[src/rtl/mat2x2_pkg.sv]
// Shared types and constants for the 2x2 mod-256 matrix inverter.
// MAT2X2_INV_VERIFY_EN adds the CHECK state to the FSM encoding.
package mat2x2_pkg;

  typedef logic [7:0] elem_t;

  typedef struct packed {
    elem_t m11;
    elem_t m10;
    elem_t m01;
    elem_t m00;
  } mat_t;

  typedef enum logic [2:0] {
    IDLE,
    DET,
    NEWT0,
    NEWT1,
    ADJ,
`ifdef MAT2X2_INV_VERIFY_EN
    CHECK,
`endif
    DONE
  } state_t;

  localparam int unsigned NEWTON_ITERS = 2;
  localparam logic [31:0] IDENT_PACKED = 32'h01000001;

  function automatic mat_t unpack_mat(input logic [31:0] p);
    mat_t m;
    m.m00 = p[7:0];
    m.m01 = p[15:8];
    m.m10 = p[23:16];
    m.m11 = p[31:24];
    return m;
  endfunction

  function automatic logic [31:0] pack_mat(input mat_t m);
    return {m.m11, m.m10, m.m01, m.m00};
  endfunction

endpackage

[src/rtl/inv8_newton.sv]
// One Newton step toward the multiplicative inverse of d mod 256:
// x' = x * (2 - d*x). Each step doubles the number of correct low bits.
module inv8_newton
  import mat2x2_pkg::*;
(
  input  elem_t d,
  input  elem_t x,
  output elem_t x_next
);

  elem_t dx;

  assign dx     = d * x;
  assign x_next = x * (8'd2 - dx);

endmodule

[src/rtl/mat2x2_inv.sv]
// Sequential inverter for packed 2x2 matrices over Z/256 with valid/ready ports.
// Define MAT2X2_INV_VERIFY_EN to add a CHECK state that multiplies A*B back.
module mat2x2_inv
  import mat2x2_pkg::*;
(
  input  logic        clk,
  input  logic        rst_n,
  input  logic        in_valid,
  output logic        in_ready,
  input  logic [31:0] in_mat,
  output logic        out_valid,
  input  logic        out_ready,
  output logic [31:0] out_mat,
  output logic        out_singular,
  output logic        out_check_fail
);

  state_t state, state_next;
  mat_t   a_reg;
  mat_t   adj;
  elem_t  d_reg, x_reg, x_step, d_comb;
  logic   singular;

  assign d_comb = a_reg.m00 * a_reg.m11 - a_reg.m01 * a_reg.m10;

  // Single shared Newton stage, reused in NEWT0 and NEWT1.
  inv8_newton u_newton (
    .d      (d_reg),
    .x      (x_reg),
    .x_next (x_step)
  );

  always_comb begin
    adj.m00 = x_reg * a_reg.m11;
    adj.m01 = 8'd0 - x_reg * a_reg.m01;
    adj.m10 = 8'd0 - x_reg * a_reg.m10;
    adj.m11 = x_reg * a_reg.m00;
  end

  // NOTE: state_next gets its default before the case, so no path leaves it unassigned and no latch is inferred.
  always_comb begin
    state_next = state;
    unique case (state)
      IDLE:    if (in_valid && in_ready) state_next = DET;
      DET:     state_next = NEWT0;
      NEWT0:   state_next = (NEWTON_ITERS > 1) ? NEWT1 : ADJ;
      NEWT1:   state_next = ADJ;
`ifdef MAT2X2_INV_VERIFY_EN
      ADJ:     state_next = CHECK;
      CHECK:   state_next = DONE;
`else
      ADJ:     state_next = DONE;
`endif
      DONE:    if (out_ready) state_next = IDLE;
      default: state_next = IDLE;
    endcase
  end

`ifdef MAT2X2_INV_VERIFY_EN
  mat_t        b_chk, c_chk;
  logic [31:0] c_packed;

  assign b_chk = unpack_mat(out_mat);

  always_comb begin
    c_chk.m00 = a_reg.m00 * b_chk.m00 + a_reg.m01 * b_chk.m10;
    c_chk.m01 = a_reg.m00 * b_chk.m01 + a_reg.m01 * b_chk.m11;
    c_chk.m10 = a_reg.m10 * b_chk.m00 + a_reg.m11 * b_chk.m10;
    c_chk.m11 = a_reg.m10 * b_chk.m01 + a_reg.m11 * b_chk.m11;
  end

  assign c_packed = pack_mat(c_chk);
`else
  assign out_check_fail = 1'b0;
`endif

  // Control and visible outputs: cleared by reset so an aborted job never leaks.
  always_ff @(posedge clk) begin
    if (!rst_n) begin
      state        <= IDLE;
      in_ready     <= 1'b0;
      out_valid    <= 1'b0;
      out_mat      <= '0;
      out_singular <= 1'b0;
`ifdef MAT2X2_INV_VERIFY_EN
      out_check_fail <= 1'b0;
`endif
    end else begin
      state     <= state_next;
      in_ready  <= (state_next == IDLE);
      out_valid <= (state_next == DONE);
      if (state == ADJ) begin
        out_mat      <= singular ? '0 : pack_mat(adj);
        out_singular <= singular;
      end
`ifdef MAT2X2_INV_VERIFY_EN
      if (state == CHECK) out_check_fail <= !singular && (c_packed != IDENT_PACKED);
`endif
    end
  end

  // NOTE: operand registers are deliberately unreset; they are always written before any state reads them.
  always_ff @(posedge clk) begin
    if (state == IDLE && in_valid && in_ready) a_reg <= unpack_mat(in_mat);
    if (state == DET) begin
      d_reg    <= d_comb;
      x_reg    <= d_comb;
      singular <= ~d_comb[0];
    end
    if (state == NEWT0 || state == NEWT1) x_reg <= x_step;
  end

endmodule
[config.mk]
export PLATFORM = sky130hd
export DESIGN_NAME = mat2x2_inv
export DESIGN_NICKNAME = d
export VERILOG_FILES = /design/src/rtl/mat2x2_pkg.sv /design/src/rtl/inv8_newton.sv /design/src/rtl/mat2x2_inv.sv
export SDC_FILE = /design/constraint.sdc
export NUM_CORES = 1
export LEC_CHECK = 0
export ABC_AREA = 1
export CORE_UTILIZATION = 25
export DETAILED_ROUTE_END_ITERATION = 12
export HOLD_SLACK_MARGIN = 0.02
export PLACE_DENSITY = 0.54
export SYNTH_ARGS = -nofsm -noshare
export SYNTH_HDL_FRONTEND = slang
export SYNTH_SLANG_ARGS = --single-unit
[constraint.sdc]
create_clock -name clk -period 6.4 [get_ports clk]
set_clock_uncertainty 0.05 [all_clocks]
set_input_delay 1.92 -clock clk [delete_from_list [all_inputs] [get_ports clk]]
set_output_delay 1.92 -clock clk [all_outputs]
set_load 0.005 [all_outputs]
==> results by group, run 1 <==
Worst hold path
  – Hold Path End: out_mat[16]
  – Hold path start: out_mat[16]
  – Worst hold path type: flop to flop
  – Hold Crit Depth: 2

Timing
  – Worst slew pin tran: roughly 1.2 ns
  – Max Slew Vio Count: 0
  – Sum Neg Setup Slack: 0 ns
  – Slew HR: 0.208
  – RSZ-0062 raised after global routing: true
  – Minimum clock period after layout: 6.34 ns
  – Min Hold Slack: 0.415 ns
  – Fmax achieved: 158 MHz
  – Final setup vio count: 0
  – Hold Fails Final Rpt: 0
  – Final period utilization: 0.991
  – Final setup margin: between 0.05 and 0.06 ns

CTS
  – Clk_lat worst skew: 0.38 ns
  – CTS clk-pin slew, worst paths: ~0.08 ns
  – Cell chosen for the clock root: clkbuf_16
  – Clock sinks: 87
  – H-tree depth: 3
  – Clock buffer depth: 2
  – Hold-fix buffers, CTS: 0
  – TritonCTS buffer count: 9
  – CTS tree: done

Layout
  – Final Util: 0.297
  – Area delta synth->final: 16.2%
  – Layout Nets: about 1900
  – Layout cells sized above 1: 0.0602
  – Ant diodes: 0

Drt
  – DR WL/cell: between 10 and 15 um
  – Via count: around 9300
  – DRC: 0
  – Detailed Route WL: about 29000 um
  – Detailed-router iteration count before antenna repair: 7
  – Final ANT Viol Nets: 0
  – Iter 0 DRT Violations: about 430
  – Routed vias/inst: between 4 and 5

Status
  – Status: finished, final reports clean

Worst setup path
  – R2R depth: 34
  – Crit Path Max Fanout: 3
  – Critical Path AT: around 6.4 ns
  – R2r endpoint: x_reg[7]
  – Path type of the worst setup path: flop to flop
  – R2R setup slack: just under 0.06 ns
  – Crit-path slowest cell: fa_1
  – Most used cell, CP: nand2_1
  – Startpoint types: flop
  – Crit-path max cell delay: around 0.55 ns
  – CP Data Required Time: between 6 and 7 ns
  – Critical R2R Launch: x_reg[2]
  – Critical Path Sink Type: flop

Floorplanning
  – Core ar.: approximately 0.045 mm^2
  – IO Pins: 72
  – Die X: 215 um
  – Rows: a little under 80
  – Die H: 215 um
  – Die area: 0.0463 mm^2
  – Starting Density: 0.255

Synthesis
  – Synthesized area per cell: 7.33 um^2
  – Syn nets: roughly 1800
  – Seq/Total Area, Yosys: 0.196
  – Cell area after technology mapping: approximately 0.011 mm^2
  – Yosys warns: 0
  – #FFs+latches synth: 87
  – Mapped Cells: 1550
  – Post-synth cell types: 36

Job
  – Max-Cap Viols: 0

Place
  – DP HPWL: 23300 um
  – GPL Wtd Cong: 0.887
  – IO Port Bufs: 70
  – Setup Slack @ Placement: a little over 0.04 ns

GRT
  – Initial antenna violation count: 0
  – Total global-route track usage: 0.131
  – GR Overflow Total: 0
  – Vias in the first global route: around 9000
  – First-pass GRT wire length: 47900 um
  – Largest net degree at the start of global routing: 38
[how the worst max path moves through the flow]
stage	endpoint	slack [ns]	from
2_1_floorplan	x_reg[7]	-0.04	x_reg[0]
3_3_place_gp	x_reg[7]	0.08	d_reg[3]
3_5_place_dp	x_reg[7]	0.04	d_reg[3]
4_1_cts	x_reg[7]	0.05	d_reg[3]
5_1_grt	x_reg[7]	-0.23	x_reg[2]
6_report	x_reg[7]	0.06	x_reg[2]
[placed cells by master, fill, tap and decap left out, types with 2 or more instances in the layout]
master	instances
nand2_1	501
a21o_1	7
a31oi_1	3
clkdlybuf4s50_1	70
edfxtp_1	49
nor3_1	2
inv_2	15
clkinv_4	2
nand3_1	66
or2_0	4
clkbuf_16	10
nand3b_1	9
xnor2_1	24
o21ai_0	10
a21oi_1	38
nand3_2	5
a21oi_2	3
buf_4	35
nor2_1	46
nand2b_1	2
nand4_1	5
ha_4	6
inv_1	360
nor2_2	2
dfxtp_1	38
xor2_1	32
nand2_2	9
nor2_4	2
fa_1	103
clkinv_1	2
a22oi_1	2
fa_2	2
ha_1	139
[repair_timing]
item                       4_1_cts  5_1_grt
buffers inserted                 0        4
resized for setup                0       25
setup endpoints to repair        0        1
[per-stage QoR]
step | instance area (um^2) | cells
floorplan | 11400 | 1550
global placement | 12800 | 2184
detailed placement | 12800 | 2184
CTS | 13100 | 2200
global route | 13200 | 2204
finish | 13200 | 2204
[per-layer routing]
layer,routed length [um],GRT usage
met1,14800,0.188
met4,317,0.0253
met5,0,0
met2,12800,0.205
met3,1360,0.0209
[Yosys cell counts (all sizes together)]
master / count / area share
nor2: 50 / 0.018
inv: 374 / 0.12
or2: 4 / 0.0022
nand2: 511 / 0.17
clkbuf: 23 / 0.0076
nand4: 5 / 0.0028
clkinv: 2 / 0.00066
a22oi: 2 / 0.0013
edfxtp: 49 / 0.13
a31oi: 3 / 0.0017
buf: 36 / 0.016
xor2: 32 / 0.025
ha: 146 / 0.16
nand2b: 2 / 0.0011
nand3b: 9 / 0.0059
a21o: 7 / 0.0046
and2: 1 / 0.00055
nand3: 71 / 0.033
dfxtp: 38 / 0.067
fa: 105 / 0.18
nor3: 2 / 0.00088
conb: 1 / 0.00033
a21oi: 41 / 0.019
o21bai: 1 / 0.00066
xnor2: 25 / 0.020
o21ai: 10 / 0.0044
[critical path: cells and delay by family (launching register included)]
| family | cells | cell delay [ns] |
|---|---|---|
| DFF | 1 | 0.38 |
| buffers and inverters | 8 | 0.42 |
| adders and majority gates | 11 | 4.33 |
| and+or+nand+nor | 15 | 0.92 |
[cells by family after synthesis]
logic type	share of synthesized area
AOI/OAI and AO/OA	0.0314
xor gates and xnor gates	0.0446
adders and majority gates	0.346
buffers and inverters	0.148
DFF	0.196
other	0.000330
and+or+nand+nor	0.234
[layout make-up]
type	count	area, um^2
inverters	376	1410
fillers	4840	31300
clock inverters	6	42.5
well taps	592	741
clock buffers	10	250
repair buffers	105	963
flip-flops and latches	87	2230
multi-input cells	1028	7570
Power of run 1 is left out: the tool's default activity adds up to more than one toggle a clock period on the data nets, which glitch-free logic cannot reach.
==> run 2: changes to the inputs <==
--- a/config.mk
+++ b/config.mk
@@ -6,10 +6,12 @@
 export NUM_CORES = 1
 export LEC_CHECK = 0
 export ABC_AREA = 1
+export CELL_PAD_IN_SITES_DETAIL_PLACEMENT = 0
+export CELL_PAD_IN_SITES_GLOBAL_PLACEMENT = 1
 export CORE_UTILIZATION = 25
 export DETAILED_ROUTE_END_ITERATION = 12
 export HOLD_SLACK_MARGIN = 0.02
-export PLACE_DENSITY = 0.54
+export PLACE_DENSITY = 0.64
 export SYNTH_ARGS = -nofsm -noshare
 export SYNTH_HDL_FRONTEND = slang
 export SYNTH_SLANG_ARGS = --single-unit
==> run 2 against run 1 <==
- final cell count rose by 0.18%
- via count decreased by 1.8%
- global-route usage decreased by 0.083 points
==> results by group, run 2 (same netlist as run 1, synthesis figures left out) <==
Layout
  – Ant diodes: 0 (unchanged)
  – Commonest non-fill, non-tap cell in the layout: nand2_1 (unchanged)
  – Layout Nets: 1898 (was 1894)
  – Final cell count without fillers: 2208 (was 2204)
  – FILL cells: 4882 (was 4840)
  – Layout cells sized above 1: 0.0545 (was 0.0602)
  – Leading cell types in the layout, fill and taps excluded: nand2_1 (503), inv_1 (365), ha_1 (142) (was nand2_1 (501), inv_1 (360), ha_1 (139))
  – Area delta synth->final: 16.3% (was 16.2%)

Floorplanning
  – Core ar.: 0.0445 mm^2 (unchanged)
  – Die X: 215 um (unchanged)
  – Rows: 77 (unchanged)
  – Starting Density: 0.255 (unchanged)
  – Die area: 0.0463 mm^2 (unchanged)
  – IO Pins: 72 (unchanged)
  – Die H: 215 um (unchanged)

Timing
  – Final setup vio count: 0 (unchanged)
  – Hold Fails Final Rpt: 0 (unchanged)
  – Slew HR: 0.385 (was 0.208)
  – Fmax achieved: 160 MHz (was 158 MHz)
  – Final period utilization: 0.979 (was 0.991)
  – Worst slew pin tran: 0.920 ns (was 1.18 ns)
  – Max Slew Vio Count: 0 (unchanged)
  – RSZ-0062 raised after global routing: true (unchanged)
  – Minimum clock period after layout: 6.26 ns (was 6.34 ns)

CTS
  – Cell chosen for the clock root: clkbuf_16 (unchanged)
  – Clk_lat worst skew: 0.39 ns (was 0.38 ns)
  – Clock sinks: 87 (unchanged)
  – Clock buffer depth: 2 (unchanged)
  – CTS clk-pin slew, worst paths: 0.08 ns (about the same)
  – CTS tree: done (unchanged)
  – H-tree depth: 3 (unchanged)
  – TritonCTS buffer count: 9 (unchanged)

GRT
  – Total global-route track usage: 0.130 (was 0.131)
  – Largest net degree at the start of global routing: 38 (unchanged)
  – Vias in the first global route: 9196 (was 9262)
  – First-pass GRT wire length: 47300 um (was 47900 um)
  – Initial antenna violation count: 0 (unchanged)
  – GR Overflow Total: 0 (unchanged)

Place
  – # placed instances: 2191 (was 2184)
  – IO Port Bufs: 70 (unchanged)
  – GPL Wtd Cong: 0.828 (was 0.887)
  – DP HPWL: 23300 um (about the same)

Worst setup path
  – Critical Path AT: 6.35 ns (was 6.43 ns)
  – R2r endpoint: x_reg[7] (unchanged)
  – Buf+Inv Stages, Crit Path: 8 (unchanged)
  – Startpoint types: flop (unchanged)
  – Crit Path Max Fanout: 3 (unchanged)
  – Crit-path max cell delay: 0.54 ns (was 0.55 ns)
  – Critical Path Sink Type: flop (unchanged)
  – Crit-path slowest cell: fa_1 (unchanged)
  – CP Data Required Time: 6.49 ns (was 6.48 ns)
  – Most used cell, CP: nand2_1 (unchanged)
  – R2R depth: 34 (unchanged)
  – CP top delay family: adder cells (unchanged)
  – Critical R2R Launch: x_reg[0] (was x_reg[2])
  – Path type of the worst setup path: flop to flop (unchanged)
  – R2R setup slack: 0.14 ns (was 0.06 ns)

Worst hold path
  – Hold Crit Depth: 2 (unchanged)
  – Hold Path End: out_mat[6] (was out_mat[16])
  – Hold path start: out_mat[6] (was out_mat[16])
  – Worst hold path type: flop to flop (unchanged)

Drt
  – Detailed Route WL: 28500 um (was 29200 um)
  – DR WL/cell: 12.9 um (was 13.3 um)
  – Final ANT Viol Nets: 0 (unchanged)
  – Routed vias/inst: 4.13 (was 4.21)
  – Detailed-router iteration count before antenna repair: 5 (was 7)
  – DRC: 0 (unchanged)
  – Iter 0 DRT Violations: 483 (was 428)
  – Via count: 9109 (was 9277)

Job
  – Max-Cap Viols: 0 (unchanged)

Status
  – Status: finished, final reports clean (unchanged)
[run 2: cell type report]
class | count | area, um^2 | share of cell area
well taps | 592 | 741 | 0.0560
clock inverters | 6 | 72.6 | 0.00549
flip-flops and latches | 87 | 2230 | 0.169
multi-input cells | 1028 | 7520 | 0.569
clock buffers | 10 | 250 | 0.0189
repair buffers | 109 | 997 | 0.0754
inverters | 376 | 1410 | 0.107
[run 2: metrics by stage]
stage               instance area, um^2  hold slack, ns  TNS, ns  setup slack, ns  utilization
finish                            13200           0.417        0            0.137        0.297
global route                      13200           0.434   -0.190           -0.190        0.297
floorplan                         11400           0.412  -0.0377          -0.0377            -
global placement                  12800           0.406        0           0.0216        0.289
CTS                               13200           0.418        0          0.00197        0.296
detailed placement                12800           0.407        0           0.0553        0.289
[run 2: metal layers]
layer | part of all wire | vias to the layer above | global-route usage | wire length [um]
met2 | 0.45 | 121 | 0.208 | 12800
met3 | 0.033 | 19 | 0.0217 | 935
met5 | 0 | - | 0 | 0
met1 | 0.51 | 4263 | 0.177 | 14500
met4 | 0.013 | 0 | 0.0381 | 382
li1 | - | 4706 | - | -
[run 2: worst max-delay path by stage]
stage,startpoint,to,slack [ns],cells after the start
after floorplan,x_reg[0],x_reg[7],-0.04,37
after global placement,x_reg[2],x_reg[7],0.02,34
after detailed placement,x_reg[2],x_reg[7],0.06,34
after CTS,x_reg[2],x_reg[7],0.002,34
after global routing,x_reg[0],x_reg[7],-0.19,34
final,x_reg[0],x_reg[7],0.14,34
[run 2: tightest hold or removal path: stages (launching register included)]
cell and delay (ns):
dfxtp_1 0.31, nand2_1 0.06, a21oi_1 0.05
[run 2: repair_timing]
item / CTS / global route
setup buffers: 0 / 1
hold buffers: 0 / 0
endpoints found under the setup margin: 0 / 1
resized for setup: 0 / 11
endpoints found under the hold margin: 0 / 0
Power of run 2 is left out for the same reason.
==> run 3: changes to the inputs <==
--- a/config.mk
+++ b/config.mk
@@ -8,6 +8,7 @@
 export ABC_AREA = 1
 export CELL_PAD_IN_SITES_DETAIL_PLACEMENT = 0
 export CELL_PAD_IN_SITES_GLOBAL_PLACEMENT = 1
+export CORE_ASPECT_RATIO = 1.5
 export CORE_UTILIZATION = 25
 export DETAILED_ROUTE_END_ITERATION = 12
 export HOLD_SLACK_MARGIN = 0.02
==> run 3 against run 2 <==
- the flow now finishes with violations (setup timing)
- non-clock buffer count is 6 higher
- wire length is 3.4% higher
- utilization is 0.094 points lower
- die area hardly changed
- critical path depth stayed put
- via count is 1.2% higher
- first-iteration DRC count is 27% lower
- register-to-register slack worse by 0.15 ns
- global-route usage is 0.59 points higher
==> results by group, run 3 (same netlist as run 1, synthesis figures left out) <==
Drt
  – Final ANT Viol Nets: 0 (unchanged)
  – Met2 WL: 15900 um (was 12800 um)
  – DR WL/cell: 13.4 um (was 12.9 um)
  – Iter 0 DRT Violations: 352 (was 483)
  – DRC: 0 (unchanged)
  – Routed vias/inst: 4.18 (was 4.13)
  – DR top layer: met4 (unchanged)
  – Via count: 9218 (was 9109)
  – Detailed-router iteration count before antenna repair: 4 (was 5)
  – Met3 routed WL: 748 um (was 935 um)
  – Detailed Route WL: 29500 um (was 28500 um)
  – Routed met1 length: 11900 um (was 14500 um)

Timing
  – Final setup vio count: 1 (was 0)
  – RSZ-0062 raised after global routing: true (unchanged)
  – Minimum clock period after layout: 6.41 ns (was 6.26 ns)
  – Max Slew Vio Count: 0 (unchanged)
  – Final setup margin: -0.0102 ns (was 0.137 ns)
  – Fmax achieved: 156 MHz (was 160 MHz)
  – Final period utilization: 1.00 (was 0.979)
  – Hold Fails Final Rpt: 0 (unchanged)
  – Min Hold Slack: 0.414 ns (was 0.417 ns)
  – Worst slew pin tran: 0.899 ns (was 0.920 ns)
  – Slew HR: 0.398 (was 0.385)

Worst hold path
  – Worst hold path type: flop to flop (unchanged)
  – Hold Path End: out_mat[30] (was out_mat[6])
  – Hold Crit Depth: 2 (unchanged)
  – Hold path start: out_mat[30] (was out_mat[6])

Worst setup path
  – Crit-path slowest cell: fa_1 (unchanged)
  – CP Data Required Time: 6.48 ns (was 6.49 ns)
  – R2R setup slack: -0.01 ns (was 0.14 ns)
  – R2R depth: 34 (unchanged)
  – Startpoint types: flop (unchanged)
  – Most used cell, CP: nand2_2 (was nand2_1)
  – Critical Path Sink Type: flop (unchanged)
  – Path type of the worst setup path: flop to flop (unchanged)
  – Crit Path Max Fanout: 3 (unchanged)
  – Crit-path max cell delay: 0.56 ns (was 0.54 ns)
  – Critical R2R Launch: d_reg[1] (was x_reg[0])
  – Critical Path AT: 6.49 ns (was 6.35 ns)
  – R2r endpoint: x_reg[7] (unchanged)

Layout
  – Ant diodes: 0 (unchanged)
  – FILL cells: 4841 (was 4882)
  – Area delta synth->final: 16.7% (was 16.3%)
  – Layout cells sized above 1: 0.0647 (was 0.0545)
  – Commonest non-fill, non-tap cell in the layout: nand2_1 (unchanged)
  – Layout Nets: 1904 (was 1898)
  – Final Util: 0.296 (was 0.297)
  – Leading cell types in the layout, fill and taps excluded: nand2_1 (500), inv_1 (361), ha_1 (140) (was nand2_1 (503), inv_1 (365), ha_1 (142))

CTS
  – H-tree depth: 3 (unchanged)
  – Clock sinks: 87 (unchanged)
  – Hold-fix buffers, CTS: 0 (unchanged)
  – TritonCTS buffer count: 9 (unchanged)
  – Clk_lat worst skew: 0.38 ns (was 0.39 ns)
  – CTS tree: done (unchanged)
  – Clock buffer depth: 2 (unchanged)
  – CTS clk-pin slew, worst paths: 0.07 ns (was 0.08 ns)
  – Cell chosen for the clock root: clkbuf_16 (unchanged)

Floorplanning
  – Rows: 95 (was 77)
  – Die H: 263 um (was 215 um)
  – Die X: 176 um (was 215 um)
  – IO Pins: 72 (unchanged)
  – Starting Density: 0.254 (was 0.255)
  – Die area: 0.0463 mm^2 (about the same)
  – Core ar.: 0.0448 mm^2 (was 0.0445 mm^2)

Status
  – Failing checks: setup timing
  – Status: finished with violations (was finished, final reports clean)

Place
  – DP HPWL: 24000 um (was 23300 um)
  – GPL Wtd Cong: 0.832 (was 0.828)
  – IO Port Bufs: 70 (unchanged)

GRT
  – GR Overflow Total: 0 (unchanged)
  – Largest net degree at the start of global routing: 38 (unchanged)
  – First-pass GRT wire length: 48500 um (was 47300 um)
  – Vias in the first global route: 9559 (was 9196)
  – Initial antenna violation count: 0 (unchanged)
  – Total global-route track usage: 0.136 (was 0.130)

Job
  – Max-Cap Viols: 0 (unchanged)
[run 3: cell types whose count changed in the layout (fill, tap and decap cells not counted), moves of 2 or more]
cell	delta
ha_1	-2
buf_4	+7
nand2_1	-3
inv_2	+4
nand2_2	+3
ha_4	+2
inv_1	-4
[run 3: worst max path at each step]
stage,start,endpoint,slack (ns),cells past startpoint
finish,d_reg[1],x_reg[7],-0.01,34
global route,x_reg[2],x_reg[7],-0.31,34
detailed placement,x_reg[2],x_reg[7],-0.02,34
floorplan,x_reg[0],x_reg[7],-0.04,37
global placement,x_reg[2],x_reg[7],-0.002,34
CTS,d_reg[3],x_reg[7],0.006,33
[run 3: metal layers]
layer  vias to the layer above  GRT usage
met3                        34     0.0159
met5                         -          0
met4                         0     0.0573
met1                      4349      0.148
met2                       115      0.258
li1                       4720          -
[run 3: layout make-up]
| type | instances | area [um^2] | share of cell area |
|---|---|---|---|
| clock buffers | 9 | 225 | 0.0170 |
| clock inverters | 7 | 72.6 | 0.00547 |
| inverters | 376 | 1410 | 0.106 |
| multi-input cells | 1028 | 7560 | 0.570 |
| flip-flops and latches | 87 | 2230 | 0.168 |
| well taps | 582 | 728 | 0.0549 |
| repair buffers | 115 | 1040 | 0.0783 |
[run 3: metrics by stage]
step / instances / cell area [um^2] / TNS [ns] / setup WS (ns)
after CTS: 2200 / 13200 / 0 / 0.00648
after floorplan: 1550 / 11400 / -0.0377 / -0.0377
after detailed placement: 2181 / 12800 / -0.0239 / -0.0239
after global routing: 2204 / 13300 / -0.306 / -0.306
after global placement: 2181 / 12800 / -0.00209 / -0.00209
final: 2204 / 13300 / -0.0102 / -0.0102
[run 3: what timing repair did]
| item | CTS | global route |
|---|---|---|
| endpoints found under the setup margin | 1 | 1 |
| resized for setup | 0 | 22 |
| buffers inserted | 3 | 4 |
| pin swaps | 1 | 23 |
[run 3: worst max-delay path, delay by kind of cell, from the launching register on]
family	cells	cell delay, ns
adders and majority gates	11	4.42
and+or+nand+nor	15	0.90
buffers and inverters	8	0.41
DFF	1	0.38
Power of run 3 is left out for the same reason.
